**src/rtl/multi_ff_bank.sv**
```systemverilog
// Bank of WIDTH flip-flops sharing one selectable type (JK/SR/D/T), with a change pulse and saturating change counter.
// Optional sticky SR-illegal flag is built only when MULTI_FF_BANK_ERR_EN is defined.
module multi_ff_lane (
  input  logic [1:0] mode,
  input  logic       a,
  input  logic       b,
  input  logic       q,
  output logic       q_next
);
  always_comb begin
    q_next = q;
    unique case (mode)
      2'b00: begin
        unique case ({a, b})
          2'b00: q_next = q;
          2'b01: q_next = 1'b0;
          2'b10: q_next = 1'b1;
          2'b11: q_next = ~q;
        endcase
      end
      2'b01: begin
        // S=R=1 is illegal for SR; the bit simply holds
        unique case ({a, b})
          2'b01:   q_next = 1'b0;
          2'b10:   q_next = 1'b1;
          default: q_next = q;
        endcase
      end
      2'b10: q_next = a;
      2'b11: q_next = q ^ a;
    endcase
  end
endmodule

module multi_ff_bank #(
  parameter int                    WIDTH   = 8,
  parameter int                    CNT_W   = 8,
  parameter logic [WIDTH-1:0]      RST_VAL = '0
) (
  input  logic             clk,
  input  logic             rst,
  input  logic             en,
  input  logic [1:0]       mode,
  input  logic [WIDTH-1:0] a,
  input  logic [WIDTH-1:0] b,
  input  logic             clr,
  output logic [WIDTH-1:0] q,
  output logic [WIDTH-1:0] qn,
  output logic             chg,
  output logic [CNT_W-1:0] cnt,
  output logic             err
);
  localparam logic [CNT_W-1:0] CNT_MAX = {CNT_W{1'b1}};

  logic [WIDTH-1:0] q_next;
  logic             chg_set;

  genvar i;
  generate
    for (i = 0; i < WIDTH; i++) begin : g_lane
      multi_ff_lane u_lane (
        .mode   (mode),
        .a      (a[i]),
        .b      (b[i]),
        .q      (q[i]),
        .q_next (q_next[i])
      );
    end
  endgenerate

  assign chg_set = en & (|(q_next ^ q));
  assign qn      = ~q;

  always_ff @(posedge clk or posedge rst) begin
    if (rst) begin
      q   <= RST_VAL;
      chg <= 1'b0;
    end else begin
      if (en) q <= q_next;
      chg <= chg_set;
    end
  end

  always_ff @(posedge clk or posedge rst) begin
    if (rst)                            cnt <= '0;
    else if (clr)                       cnt <= '0;
    else if (chg_set && cnt != CNT_MAX) cnt <= cnt + 1'b1;
  end

`ifdef MULTI_FF_BANK_ERR_EN
  always_ff @(posedge clk or posedge rst) begin
    if (rst)                                   err <= 1'b0;
    else if (clr)                              err <= 1'b0;
    else if (en && mode == 2'b01 && |(a & b))  err <= 1'b1;
  end
`else
  assign err = 1'b0;
`endif
endmodule

```
**config.mk**
```make
export PLATFORM = sky130hd
export DESIGN_NAME = multi_ff_bank
export DESIGN_NICKNAME = d
export VERILOG_FILES = /design/src/rtl/multi_ff_bank.sv
export SDC_FILE = /design/constraint.sdc
export NUM_CORES = 1
export LEC_CHECK = 0
export BUFFER_PORTS_ARGS = -buffer_cell sky130_fd_sc_hd__buf_2
export CORE_ASPECT_RATIO = 0.8
export CORE_MARGIN = 2
export CORE_UTILIZATION = 29
export CTS_CLUSTER_DIAMETER = 200
export DETAILED_ROUTE_END_ITERATION = 12
export HOLD_SLACK_MARGIN = 0.12
export MAX_ROUTING_LAYER = met4
export REMOVE_ABC_BUFFERS = 1
export SLEW_MARGIN = 25
export SYNTH_ARGS = -nofsm -noshare
export SYNTH_HDL_FRONTEND = slang
export SYNTH_SLANG_ARGS = --single-unit
```
**constraint.sdc**
```tcl
create_clock -name clk -period 3.2 [get_ports clk]
set_clock_uncertainty 0.1 [all_clocks]
set_input_delay 0.32 -clock clk [delete_from_list [all_inputs] [get_ports clk]]
set_output_delay 0.32 -clock clk [all_outputs]
set_load 0.01 [all_outputs]
```
# Word-level counts from Yosys, hierarchy flattened
# Cells that the tools add are included.
dict set report totals {
  register_bits 17
  in_bits 22
  out_inout_bits 26
  wordCells 89
}
dict set report op_classes {
  n_addsub 1
  n_eq_ne 28
  mux 26
  bitwise_logic 19
  n_reduce_logical 12
}
# op n
set ops {}
lappend ops {{$pmux 1 s4} 16}
lappend ops {{$eq 2x2->1 const B} 18}
lappend ops {{$eq 2x1->1 const B} 9}
lappend ops {{$logic_not 2->1} 9}
lappend ops {{$mux 8} 2}
lappend ops {{$pmux 1 s2} 8}
lappend ops {{$add 8x1->8 const B} 1}
lappend ops {{$ne 8x8->1 const B} 1}
lappend ops {{$not 1->1} 8}
lappend ops {{$not 8->8} 1}
lappend ops {{$reduce_or 8->1} 1}
lappend ops {{$xor 1x1->1} 8}
lappend ops {{$xor 8x8->8} 1}
lappend ops {{$reduce_bool 2->1} 1}
lappend ops {{$and 1x1->1} 1}
lappend ops {{$logic_and 1x1->1} 1}

# Logic depth before layout (Yosys ltp)
dict set report depth {
  word_depth 9
  depth_mapped 11
  depth_no_buf 10
}

# Hierarchy
# A second synthesis with hierarchy kept.
dict set report hier_totals {
  hier_cells 184
  hier_area_um2 1549.0
}
# module instances cells_per_inst area_per_inst_um2 seq_area_each_um2
set modules_own_cells {}
lappend modules_own_cells {multi_ff_bank 1 104 938.4 425.4}
lappend modules_own_cells {multi_ff_lane 8 10 76.3 0.0}

# Least setup slack after synthesis
# Ideal clock, no wire load.
dict set report synth_path {
  path_kind {input -> register}
  start {in mode[1]}
  end {reg cnt[5]}
  setup_time_ps 128
  arrival_time_ps 2077
  required_ps 2972
  path_slack_ps 895
  stages 9
  path_buffers 2
  path_cell_list {buf_4 > or3_1 > a221oi_1 > nor4_1 > nand4_2 > nor2_2 > buf_6 > nor4b_2 > mux2_1}
}
dict set report synth_via {
  elab_chain_cells 7
  word_cells_on_any_way 17
  classes_between {3 x eq/ne; 8 x mux; 2 x bitwise; 4 x reduce/logical}
}
# item line_no
set synth_rtl {}
lappend synth_rtl {{from (decl)} 43} ;# input logic [1:0] mode,
lappend synth_rtl {{$eq 2x2->1, or another cell as far along} 12} ;# unique case (mode)
lappend synth_rtl {{$pmux 1 s4} 12}
lappend synth_rtl {{$xor 8x8->8 *} 71} ;# assign chg_set = en & (|(q_next ^ q));
lappend synth_rtl {{$reduce_or 8->1 *} 71}
lappend synth_rtl {{$and 1x1->1 *} 71}
lappend synth_rtl {{$logic_and 1x1->1 *} 87} ;# else if (chg_set && cnt != CNT_MAX) cnt <= cnt + 1'b1;
lappend synth_rtl {{$reduce_bool 2->1 (no source line) *} n/a}
lappend synth_rtl {{to (signal assigned)} 87}
lappend synth_rtl {{to (decl)} 50} ;# output logic [CNT_W-1:0] cnt,
# Every way passes the cells marked *; elsewhere a longest branch is shown, timed or not.
# A chain may end at the register's enable or synchronous reset.

# Worst setup path after layout
dict set report layout_path {
  start {in mode[1]}
  end {reg cnt[3]}
}
# Same word-level chain as after synthesis.

==> impl_metrics.env <==
export IMPL_synth_edf_count=0
export IMPL_route_met3_wl_um=256
export IMPL_diodes=0
export IMPL_max_slew_margin_rel_pct=54.0
export IMPL_end_kind="flop"
export IMPL_via_per_inst=5.10
export IMPL_power_uw=740
export IMPL_whs_path_depth=2
export IMPL_reg2regPathDepth=9
export IMPL_coreArea_mm2=0.00556
export IMPL_worst_slew_pin_slew_ns=0.689
export IMPL_ys_ff_latch=17
export IMPL_root_buffer="clkbuf_8"
export IMPL_drive_above_1_share_pct=27.7
export IMPL_grtUsageTotal_pct=14.0
export IMPL_place_hpwl_um=3260
export IMPL_setup_worst_path_start_class="input port"
export IMPL_r2r_slack_ns=0.65
export IMPL_setup_viol=0
export IMPL_worstPathMaxFanout=22
export IMPL_drt_iter0_markers=91
export IMPL_regToRegEndpoint="cnt[6]"
export IMPL_syn_area_per_cell_um2=8.16
export IMPL_antenna_found_initial=0
export IMPL_die_y_um=72.4
export IMPL_dr_wl_met2_um=1900
export IMPL_rsz0062_at_grt="false"
export IMPL_leakage_uw=0.000908
export IMPL_highest_layer="met4"
export IMPL_seq_area_um2=425
export IMPL_min_path_type="in -> reg"
export IMPL_post_cts_resize_count=0
export IMPL_cts_htree_levels=1
export IMPL_hp_start="clr"
export IMPL_yosysSeqAreaShare_pct=25.1
export IMPL_grt_overflow=0
export IMPL_ios=48
export IMPL_cp_data_required_time_ns=3.28
export IMPL_via_count=1633
export IMPL_tns_ns=0
export IMPL_gp_congestion=0.775
export IMPL_cp_arrival_ns=2.70
export IMPL_cts_num_sinks=17
export IMPL_min_to="cnt[4]"
export IMPL_start_util_pct=30.5
export IMPL_nets=274
export IMPL_synth_top_area_cell="dfrtp_1"
export IMPL_ys_flop_type="dfrtp_1"
export IMPL_grt_max_degree=23
export IMPL_port_buffers=46
export IMPL_dr_pass1_iters=4
export IMPL_synth_cell_type_count=62
export IMPL_wirelength_um=4260
export IMPL_critical_path_class="in -> reg"
export IMPL_p_per_area_mw_per_mm2=378
export IMPL_fmax_mhz=382
export IMPL_clock_latency_ns=0.25
export IMPL_syn_area_mm2=0.00170
export IMPL_slew_violations=0
export IMPL_finish_utilization_pct=35.2
export IMPL_placementRows=24
export IMPL_die_area_mm2=0.00648
export IMPL_status="completed"
export IMPL_m1WireLength_um=2090
export IMPL_multiInputGateArea_mm2=0.00106
export IMPL_hold_violations=0
export IMPL_syn_to_final_growth_pct=15.3
export IMPL_clk_pin_slew_worst_paths_ns=0.07
export IMPL_post_cts_setup_buffers=0
export IMPL_async_flop_share_pct=100
export IMPL_synth_top_area_share_pct=25.1
export IMPL_grt_pass1_wl_um=7010
export IMPL_route_detailed_drc=0
export IMPL_clock_path_buffers=2
export IMPL_min_period_ns=2.62
export IMPL_grt_pass1_vias=1490
export IMPL_drv_cap=0
export IMPL_cts_made_buffers=3
export IMPL_wl_per_cell_um=13.3
export IMPL_fill_cells=605
export IMPL_r2r_start="q[2]"
export IMPL_crit_start="mode[1]"
export IMPL_yosysWarnings=0
export IMPL_die_w_um=89.5
export IMPL_layout_common_cells="46 x buf_2, 21 x a21oi_1, 20 x inv_1"
export IMPL_layout_commonest_cell="buf_2"
export IMPL_syn_inst=208
export IMPL_fin_crit_sh_pct=81.8
export IMPL_synth_area_leaders="dfrtp_1 25%, ha_1 6.6%, a21oi_1 6.2%"
export IMPL_cts_tree="yes"
export IMPL_drtAntennaViolNets=0
export IMPL_peakVddDrop_mv=0.151
==> critical path, stage by stage <==
cell and delay [ns]:
buf_2 0.33, nor2b_2 0.41, a211oi_1 0.15, a221oi_1 0.32, nor4_1 0.13, nand4_2 0.11, nor2_2 0.08, buf_4 0.17
or4_1 0.50, a21oi_1 0.16
==> synth_stat cells, drive strengths merged, types with 3 or more instances <==
master / n
nor2: 16
buf: 15
o31ai: 6
o21ai: 7
ha: 9
mux2: 3
dfrtp: 17
nand2: 8
a31o: 3
nand3: 5
nor3: 7
clkbuf: 3
inv: 21
nor2b: 8
nand4: 5
and2: 3
a21oi: 21
or4: 3
a221oi: 4
a211oi: 3
or3: 6
nand2b: 5
mux2i: 4
==> repair_timing <==
action / in CTS / in global routing
setup endpoints to repair: 0 / 0
hold endpoints to repair: 17 / 0
hold buffers: 1 / 0
==> registers in the layout (all words and copies together) (netlist names) <==
| register | cells |
|---|---|
| chg | 1 |
| cnt | 8 |
| q | 8 |
==> metal layers <==
metal  vias up  GRT usage (%)
met5         -              -
met4         0           1.49
met3         2           2.84
met2        48           21.8
met1       764           19.6
li1        819              -
==> how the worst max path moves through the flow <==
stage                        end  cells past startpoint
after floorplan           cnt[0]                      8
after global placement    cnt[3]                     10
after detailed placement  cnt[3]                     10
after CTS                 cnt[3]                     10
after global routing      cnt[3]                     10
final                     cnt[3]                     10
==> final cells by class <==
class	count	area share, %
tap	78	4.99
sequential	17	21.7
inverter	21	4.03
multi-input combinational	152	54.3
timing repair buffer	48	12.7
clock buffer	4	2.30
==> where the power goes <==
part | switching, uW | internal, uW
combinational | 168 | 131
clock | 78.2 | 88.5
sequential | 35.2 | 239
==> cells by family (layout without fill, tap and decap cells) <==
logic type,count (synthesis),count (layout),synth area share [%]
AND/OR/NAND/NOR,76,76,26.7
AO/OA/AOI/OAI,58,58,24.0
buffers and inverters,39,73,12.3
flip-flops,17,17,25.1
adder cells (fa/ha/maj),9,9,6.64
multiplexers,7,7,4.57
other,1,1,0.221
XOR/XNOR,1,1,0.516
==> stage by stage <==
stage	hold WS (ns)	worst slack, ns	cell area, um2	instances
floorplan	0.146	0.799	1570	190
global placement	0.355	0.395	1900	315
detailed placement	0.363	0.348	1900	315
CTS	0.245	0.599	1960	320
global route	0.250	0.365	1960	320
finish	0.242	0.581	1960	320
Note: power is estimated with default switching activity, not from simulation.
